$ cat config.mk
export PLATFORM = sky130hd
export DESIGN_NAME = shift_register8_collect_flat
export DESIGN_NICKNAME = d
export VERILOG_FILES = /design/src/rtl/fft64_pkg.sv /design/src/rtl/shift_register8_collect_if.sv /design/src/rtl/s2p_lane_bank.sv /design/src/rtl/shift_register8_collect.sv /design/src/flat_wrapper.sv
export SDC_FILE = /design/constraint.sdc
export NUM_CORES = 1
export LEC_CHECK = 0
export ABC_AREA = 1
export BUFFER_PORTS_ARGS = -buffer_cell sky130_fd_sc_hd__buf_2
export CORE_ASPECT_RATIO = 1.1
export CORE_MARGIN = 2
export CORE_UTILIZATION = 51
export DETAILED_ROUTE_END_ITERATION = 10
export PLACE_DENSITY = 0.76
export SKIP_LAST_GASP = 1
export SYNTH_ARGS = -nofsm -noshare
export SYNTH_HDL_FRONTEND = slang
export SYNTH_SLANG_ARGS = --single-unit
$ cat constraint.sdc
create_clock -name clk -period 1.7 [get_ports clk]
set_input_delay 0.085 -clock clk [delete_from_list [all_inputs] [get_ports clk]]
set_output_delay 0.085 -clock clk [all_outputs]
set_load 0.05 [all_outputs]
$ cat src/rtl/fft64_pkg.sv
// Shared FFT64 datapath parameters and the derived widths used by the
// sample collector and its lane bank.
package fft64_pkg;

   localparam int DW              = 10;
   localparam int LANES           = 8;
   localparam int WORDS_PER_FRAME = 8;

   localparam int IDX_W = $clog2(LANES);
   localparam int FRM_W = $clog2(WORDS_PER_FRAME);

   typedef logic [DW-1:0]       lane_t;
   typedef logic [LANES*DW-1:0] word_t;

endpackage

$ cat src/rtl/shift_register8_collect_if.sv
// Streaming bus of the sample collector: sample input handshake on one side,
// packed word output handshake on the other.
interface shift_register8_collect_if
   import fft64_pkg::*;
   ();

   logic  in_valid;
   logic  in_ready;
   lane_t dinre;
   lane_t dinim;
   logic  out_valid;
   logic  out_ready;
   logic  out_last;
   word_t doutre;
   word_t doutim;

   // Producer of samples and consumer of packed words
   modport master (
      output in_valid, dinre, dinim, out_ready,
      input  in_ready, out_valid, out_last, doutre, doutim
   );

   // The collector itself
   modport slave (
      input  in_valid, dinre, dinim, out_ready,
      output in_ready, out_valid, out_last, doutre, doutim
   );

endinterface

$ cat src/rtl/s2p_lane_bank.sv
// Assembly registers for one component (re or im). Only the first LANES-1
// lanes are stored: the final sample of a word bypasses the bank and goes
// straight into the output register together with these lanes.
module s2p_lane_bank
   import fft64_pkg::*;
   (
   input  logic                    clk,
   input  logic                    rst_n,
   input  logic                    clr,
   input  logic                    we,
   input  logic [IDX_W-1:0]        idx,
   input  lane_t                   din,
   output logic [(LANES-1)*DW-1:0] word
   );

   lane_t lanes [LANES-1];

   // Write the accepted sample into its lane; clear wipes the partial word
   always_ff @(posedge clk or negedge rst_n) begin
      if (!rst_n) begin
         for (int k = 0; k < LANES-1; k++) lanes[k] <= '0;
      end else if (clr) begin
         for (int k = 0; k < LANES-1; k++) lanes[k] <= '0;
      end else if (we && idx != IDX_W'(LANES-1)) begin
         lanes[idx] <= din;
      end
   end

   for (genvar k = 0; k < LANES-1; k++) begin : g_pack
      assign word[k*DW +: DW] = lanes[k];
   end

endmodule

$ cat src/rtl/shift_register8_collect.sv
// Serial-to-parallel collector: packs LANES consecutive complex samples into
// one word per component and hands words downstream on valid/ready, tagging
// the last word of each FFT frame.
module shift_register8_collect
   import fft64_pkg::*;
   (
   input  logic                       clk,
   input  logic                       rst_n,
   input  logic                       clr,
   shift_register8_collect_if.slave   bus
   );

   logic [IDX_W-1:0]        idx;
   logic [FRM_W-1:0]        wcnt;
   logic [(LANES-1)*DW-1:0] bank_re;
   logic [(LANES-1)*DW-1:0] bank_im;
   logic                    out_valid_q;
   logic                    out_last_q;
   word_t                   dout_re_q;
   word_t                   dout_im_q;
   logic                    last_lane;
   logic                    ready;
   logic                    accept;
   logic                    complete;

   assign last_lane = (idx == IDX_W'(LANES-1));
   assign ready     = !clr && !(last_lane && out_valid_q && !bus.out_ready);
   assign accept    = bus.in_valid && ready;
   assign complete  = accept && last_lane;

   s2p_lane_bank u_bank_re (
      .clk   (clk),
      .rst_n (rst_n),
      .clr   (clr),
      .we    (accept),
      .idx   (idx),
      .din   (bus.dinre),
      .word  (bank_re)
   );

   s2p_lane_bank u_bank_im (
      .clk   (clk),
      .rst_n (rst_n),
      .clr   (clr),
      .we    (accept),
      .idx   (idx),
      .din   (bus.dinim),
      .word  (bank_im)
   );

   // Lane index and frame position advance on accepted samples / completed words
   always_ff @(posedge clk or negedge rst_n) begin
      if (!rst_n) begin
         idx  <= '0;
         wcnt <= '0;
      end else if (clr) begin
         idx  <= '0;
         wcnt <= '0;
      end else if (accept) begin
         if (last_lane) begin
            idx  <= '0;
            wcnt <= (wcnt == FRM_W'(WORDS_PER_FRAME-1)) ? '0 : wcnt + 1'b1;
         end else begin
            idx <= idx + 1'b1;
         end
      end
   end

   // Output register: loads a completed word, drains on handshake, holds otherwise
   always_ff @(posedge clk or negedge rst_n) begin
      if (!rst_n) begin
         out_valid_q <= 1'b0;
         out_last_q  <= 1'b0;
         dout_re_q   <= '0;
         dout_im_q   <= '0;
      end else if (complete) begin
         out_valid_q <= 1'b1;
         out_last_q  <= (wcnt == FRM_W'(WORDS_PER_FRAME-1));
         dout_re_q   <= {bus.dinre, bank_re};
         dout_im_q   <= {bus.dinim, bank_im};
      end else if (out_valid_q && bus.out_ready) begin
         out_valid_q <= 1'b0;
         out_last_q  <= 1'b0;
      end
   end

   assign bus.in_ready  = ready;
   assign bus.out_valid = out_valid_q;
   assign bus.out_last  = out_last_q;
   assign bus.doutre    = dout_re_q;
   assign bus.doutim    = dout_im_q;

endmodule

$ cat src/flat_wrapper.sv
// flat-port wrapper written by rule: the top's interface ports become plain ports
module shift_register8_collect_flat import fft64_pkg::*;
  (clk, rst_n, clr, bus_in_valid, bus_dinre, bus_dinim, bus_out_ready, bus_in_ready, bus_out_valid, bus_out_last, bus_doutre, bus_doutim);
  shift_register8_collect_if bus_i ();
  input  logic clk;
  input  logic rst_n;
  input  logic clr;
  input wire logic [$bits(bus_i.in_valid)-1:0] bus_in_valid;
  input wire logic [$bits(bus_i.dinre)-1:0] bus_dinre;
  input wire logic [$bits(bus_i.dinim)-1:0] bus_dinim;
  input wire logic [$bits(bus_i.out_ready)-1:0] bus_out_ready;
  output wire logic [$bits(bus_i.in_ready)-1:0] bus_in_ready;
  output wire logic [$bits(bus_i.out_valid)-1:0] bus_out_valid;
  output wire logic [$bits(bus_i.out_last)-1:0] bus_out_last;
  output wire logic [$bits(bus_i.doutre)-1:0] bus_doutre;
  output wire logic [$bits(bus_i.doutim)-1:0] bus_doutim;
  assign bus_i.in_valid = bus_in_valid;
  assign bus_i.dinre = bus_dinre;
  assign bus_i.dinim = bus_dinim;
  assign bus_i.out_ready = bus_out_ready;
  assign bus_in_ready = bus_i.in_ready;
  assign bus_out_valid = bus_i.out_valid;
  assign bus_out_last = bus_i.out_last;
  assign bus_doutre = bus_i.doutre;
  assign bus_doutim = bus_i.doutim;
  shift_register8_collect u_core (.clk(clk), .rst_n(rst_n), .clr(clr), .bus(bus_i));
endmodule
# Word-level counts from Yosys, hierarchy flattened
# Index checks and enable logic that the tools add are counted.
# word_totals
latch_bits,0
mem_bits_ro,0
ff_bits,308
output_inout_bits,163
word_cells,62
ramBits,0
n_memories,0
# classes
muxes,18
multipliers,0
eq_ne,3
shifts,0
order_cmp,2
n_reduce_logical,16
bitwise,1
addsub,2
n_div,0
# op_table
op,n
$mux 70,4
$bwmux 70,2
$demux 10 s3,1
$mux 3,7
$mux 10,1
$logic_and 1x1->1,8
$reduce_bool 2->1,4
$add 3x1->3 const B,2
$eq 3x3->1 const B,2
$ge 4x4->1 const B,1
$lt 4x1->1 const B,1
$not 3->4,1
$logic_not 1->1,3
$mux 1,3
$ne 3x3->1 const B,1
$reduce_and 2->1,1

# Logic depth before layout (Yosys ltp)
# depth
word_depth,9
ltp_mapped,9

# By module
# A second synthesis with hierarchy kept.
# unflattened
hier_cells,1399
area_unflattened_um2,12406.9
# modules_own_cells
module,area_each_um2,cells_per_inst,n_inst,seq_area_each_um2
shift_register8_collect,6458.7,724,1,4204.0
s2p_lane_bank (u_core.u_bank_im),2986.6,350,1,1751.7
s2p_lane_bank (u_core.u_bank_re),2961.6,325,1,1751.7

# Worst setup path after synthesis
# OpenSTA, ideal clock, no wires.
# synth_timing
path_type,reg-to-output
from,register u_core.idx[0]
to,output bus_in_ready
required_time_ns,1.615
setup_slack_ns,-0.123
t_arrival_ns,1.738
path_stages_with_launch,4
cell_sequence,dfrtp_1 > ha_1 > ha_1 > a31oi_1
# synth_via
elab_chain_len,5
# synth_rtl
item,line_no,source
"start, declared",shift_register8_collect.sv:13,logic [IDX_W-1:0] idx;
"start signal, assigned",shift_register8_collect.sv:64,idx <= idx + 1'b1;
$eq 3x3->1,shift_register8_collect.sv:26,assign last_lane = (idx == IDX_W'(LANES-1));
$logic_and 1x1->1 (2 in a row),shift_register8_collect.sv:27,assign ready = !clr && !(last_lane && out_valid_q && !bus.out_ready);
$logic_not 1->1,shift_register8_collect.sv:27,
$logic_and 1x1->1,shift_register8_collect.sv:27,
"end, declared",flat_wrapper.sv:12,output wire logic [$bits(bus_i.in_ready)-1:0] bus_in_ready;
# No other way between the ends.

# Final worst setup path
# Ends and elaborated chain as after synthesis.

==> results.txt <==
----------------------------------------------------
[Status]
  Run status ... complete, but fails checks
  Failing checks ... negative setup slack

[Global route]
  Pin count of the biggest net entering global routing ... 76
  Antenna violations before repair ... 0
  Grt ovf ... 0
  Via count of the first global-routing pass ... 10147
  First-pass GRT wire length ... 52400 um
  Total track usage ... 0.254

[Detailed routing]
  Detailed-route wire length per cell ... 18.9 um
  Final wirelength ... 36700 um
  Initial DRT Pass Iterations ... 7
  Final routed DRC violation total ... 0
  Iteration-0 DRC count of the detailed router ... 973
  Detailed-route via count ... 10544
  Antenna Violating Nets Remaining ... 0
  Routed vias/inst ... 5.43

[Clock network]
  Worst-case clock buffer depth ... 3
  Cell at the root of the clock tree ... clkbuf_16
  Skew-Pair Late Insertion Delay ... 0.55 ns
  H-tree depth reported by CTS ... 1
  TritonCTS sink count ... 308
  Clock-pin slew of the registers on the worst-case setup and hold paths ... 0.07 ns
  Clock tree from TritonCTS ... yes
  Cts bufs inserted ... 29

[Finish]
  Share of post-route cells with drive strength above 1 ... 0.339
  Net count, final ... 1649
  Diodes inserted ... 0
  Syn-to-layout area delta ... 35.5%

[Worst setup path]
  Element type at the critical path end ... output port
  Series of cell instances along the critical path ... ha_2 > ha_4 > buf_6 > a31oi_4 > buf_6
  CP Launch Type ... flip-flop
  Required arrival time at the worst endpoint ... 1.62 ns
  Slowest stage delay, CP ... 0.40 ns
  Crit-path slowest cell ... dfrtp_1
  Most used cell along the critical path ... buf_6
  CP Class ... reg2out
  CP arrival ... 1.80 ns
  Peak fanout along the critical path ... 3

[Timing]
  Final worst clock skew ... 0.0223 ns
  Slew Limit Fails ... 0
  Setup repair after global routing missed its margin ... yes
  Minimum clock period ... 1.89 ns
  Minimum hold slack ... 0.0167 ns
  Slew at the pin closest to its max-slew limit ... 0.396 ns
  Fin crit share ... 1.11
  Smallest setup slack after layout ... -0.190 ns
  Hold Violations, Final ... 0
  Count of endpoints failing setup in the final report ... 304
  Remaining max-slew budget at the tightest pin ... 0.734
  Fmax achieved ... 0.529 GHz

[Power and ir drop]
  Power per standard cell area ... 893 nW/um2
  Total design power ... 14.9 mW
  Worst vdd rail ir drop ... 0.699 mV
  LEAKAGE ... 9.78 nW

[Floorplanning]
  Placeable Area ... 23700 um2
  Die span in x ... 152 um
  Overall die area ... 25500 um2
  Initial Utilization ... 0.521
  IO Pins ... 188
  Die outline height ... 167 um
  Placement row count ... 59

[Logic synthesis]
  Count of yosys warnings during synthesis ... 0
  Net count after synthesis ... 1397
  Part of the Yosys area used for sequential elements ... 0.624
  Count of cell types in the netlist ... 20
  Average footprint of a synthesized cell ... 9.02 um2
  Number of standard cells after synthesis ... 1368
  Seq cells post-synth ... 308
  Area of the mapped netlist ... 12300 um2

[Place]
  Post-placement setup slack ... -0.0630 ns
  Placer's final routability congestion estimate ... 0.836
  Estimated wirelength of the detail-placed design ... 21000 um
  Count of buffers from port buffering ... 187

[Job]
  Max capacitance violation total ... 0

[Worst hold path]
  Path class of the lowest-slack min-delay path ... in2async

----------------------------------------------------
## logic make-up (layout without fill, tap and decap cells)
group	after synthesis	after routing	synth area share
buf+inv	105	375	0.0399
compound gates	21	21	0.00862
simple gates	930	930	0.323
fa+ha+maj	4	4	0.00406
flops	308	308	0.624
## sequential cells by signal (all words and copies together), names as in the netlist
| register | cells |
|---|---|
| u_core.bus.doutim | 80 |
| u_core.bus.doutre | 80 |
| u_core.bus.out_last | 1 |
| u_core.bus.out_valid | 1 |
| u_core.idx | 3 |
| u_core.u_bank_im.word | 70 |
| u_core.u_bank_re.word | 70 |
| u_core.wcnt | 3 |
## critical path, delay by kind of cell, from the launching register on
family	cells	cell delay, ns
flip-flops	1	0.40
adder cells (fa/ha/maj)	2	0.37
buffers and inverters	2	0.31
AO/OA/AOI/OAI	1	0.17
## path summary, 6_finish.rpt
| check | start | to | slack, ns | cells past startpoint |
|---|---|---|---|---|
| setup / recovery | u_core.idx[0] | bus_in_ready | -0.19 | 5 |
| hold / removal | rst_n | u_core.bus.doutre[6] | 0.02 | 2 |
| setup reg to reg | u_core.idx[0] | u_core.u_bank_im.word[37] | -0.19 | 9 |
| hold reg to reg | u_core.u_bank_re.word[16] | u_core.bus.doutre[16] | 0.47 | 2 |
| max in group asynchronous | rst_n | u_core.bus.doutim[50] | 1.00 | 3 |
| min in group clk | bus_out_ready | u_core.bus.out_last | 0.41 | 5 |
## cells in the final DEF (no fill, tap or decap), types with 9 or more instances in the layout
| cell | n |
|---|---|
| buf_12 | 18 |
| buf_2 | 185 |
| buf_4 | 25 |
| buf_6 | 9 |
| buf_8 | 9 |
| clkbuf_16 | 50 |
| dfrtp_1 | 308 |
| dlygate4sd3_1 | 24 |
| inv_1 | 24 |
| nand2_1 | 594 |
| nand2_2 | 152 |
| nand2_4 | 36 |
| nand3_1 | 109 |
| nor2_8 | 20 |
| o21ai_0 | 9 |
| o21ai_2 | 10 |
## metrics by stage
step | instances | util | instance area [um2] | setup TNS, ns
2_1_floorplan | 1368 | - | 12300 | 0
3_3_place_gp | 1839 | 0.592 | 14000 | 0
3_5_place_dp | 1839 | 0.592 | 14000 | -1.06
4_1_cts | 1914 | 0.645 | 15300 | -17.81
5_1_grt | 1943 | 0.706 | 16700 | -47.76
6_report | 1943 | 0.706 | 16700 | -32.71
## cells in the mapped netlist (all sizes together)
master / n / area share
nor3: 4 / 0.0016
buf: 49 / 0.023
nand4: 4 / 0.0025
nor2: 24 / 0.034
dfrtp: 308 / 0.62
ha: 4 / 0.0041
inv: 28 / 0.0085
clkbuf: 28 / 0.0085
o21ai: 20 / 0.0081
a31oi: 1 / 0.00051
nand2: 788 / 0.24
nand3: 110 / 0.045
## power by group
group	internal, mW	switching [mW]
Combinational	0.406	0.811
Sequential	7.44	0.0756
Clock	3.49	2.72
## per-layer routing
metal / share of wire / up-vias / wire (um) / track usage
met2: 0.50 / 510 / 18300 / 0.426
li1: - / 4728 / - / -
met1: 0.40 / 5219 / 14600 / 0.344
met3: 0.070 / 87 / 2580 / 0.0349
met5: 0 / - / 0 / 0
met4: 0.033 / 0 / 1200 / 0.0841
## layout make-up
type,count,area (um2)
clock inverters,10,87.6
repair inverters,2,16.3
inverters,28,123
repair buffers,296,2610
fillers,1636,6970
flip-flops and latches,308,7710
clock buffers,39,813
well taps,305,382
multi-input cells,955,4990
## repair_timing
action | 4_1_cts | 5_1_grt
endpoints found under the hold margin | 336 | 0
hold buffers | 24 | 0
gates resized for setup | 25 | 276
gates cloned | 0 | 27
buffers inserted | 2 | 3
endpoints found under the setup margin | 193 | 173
pin swaps | 34 | 131
Note: power is estimated with default switching activity, not from simulation.
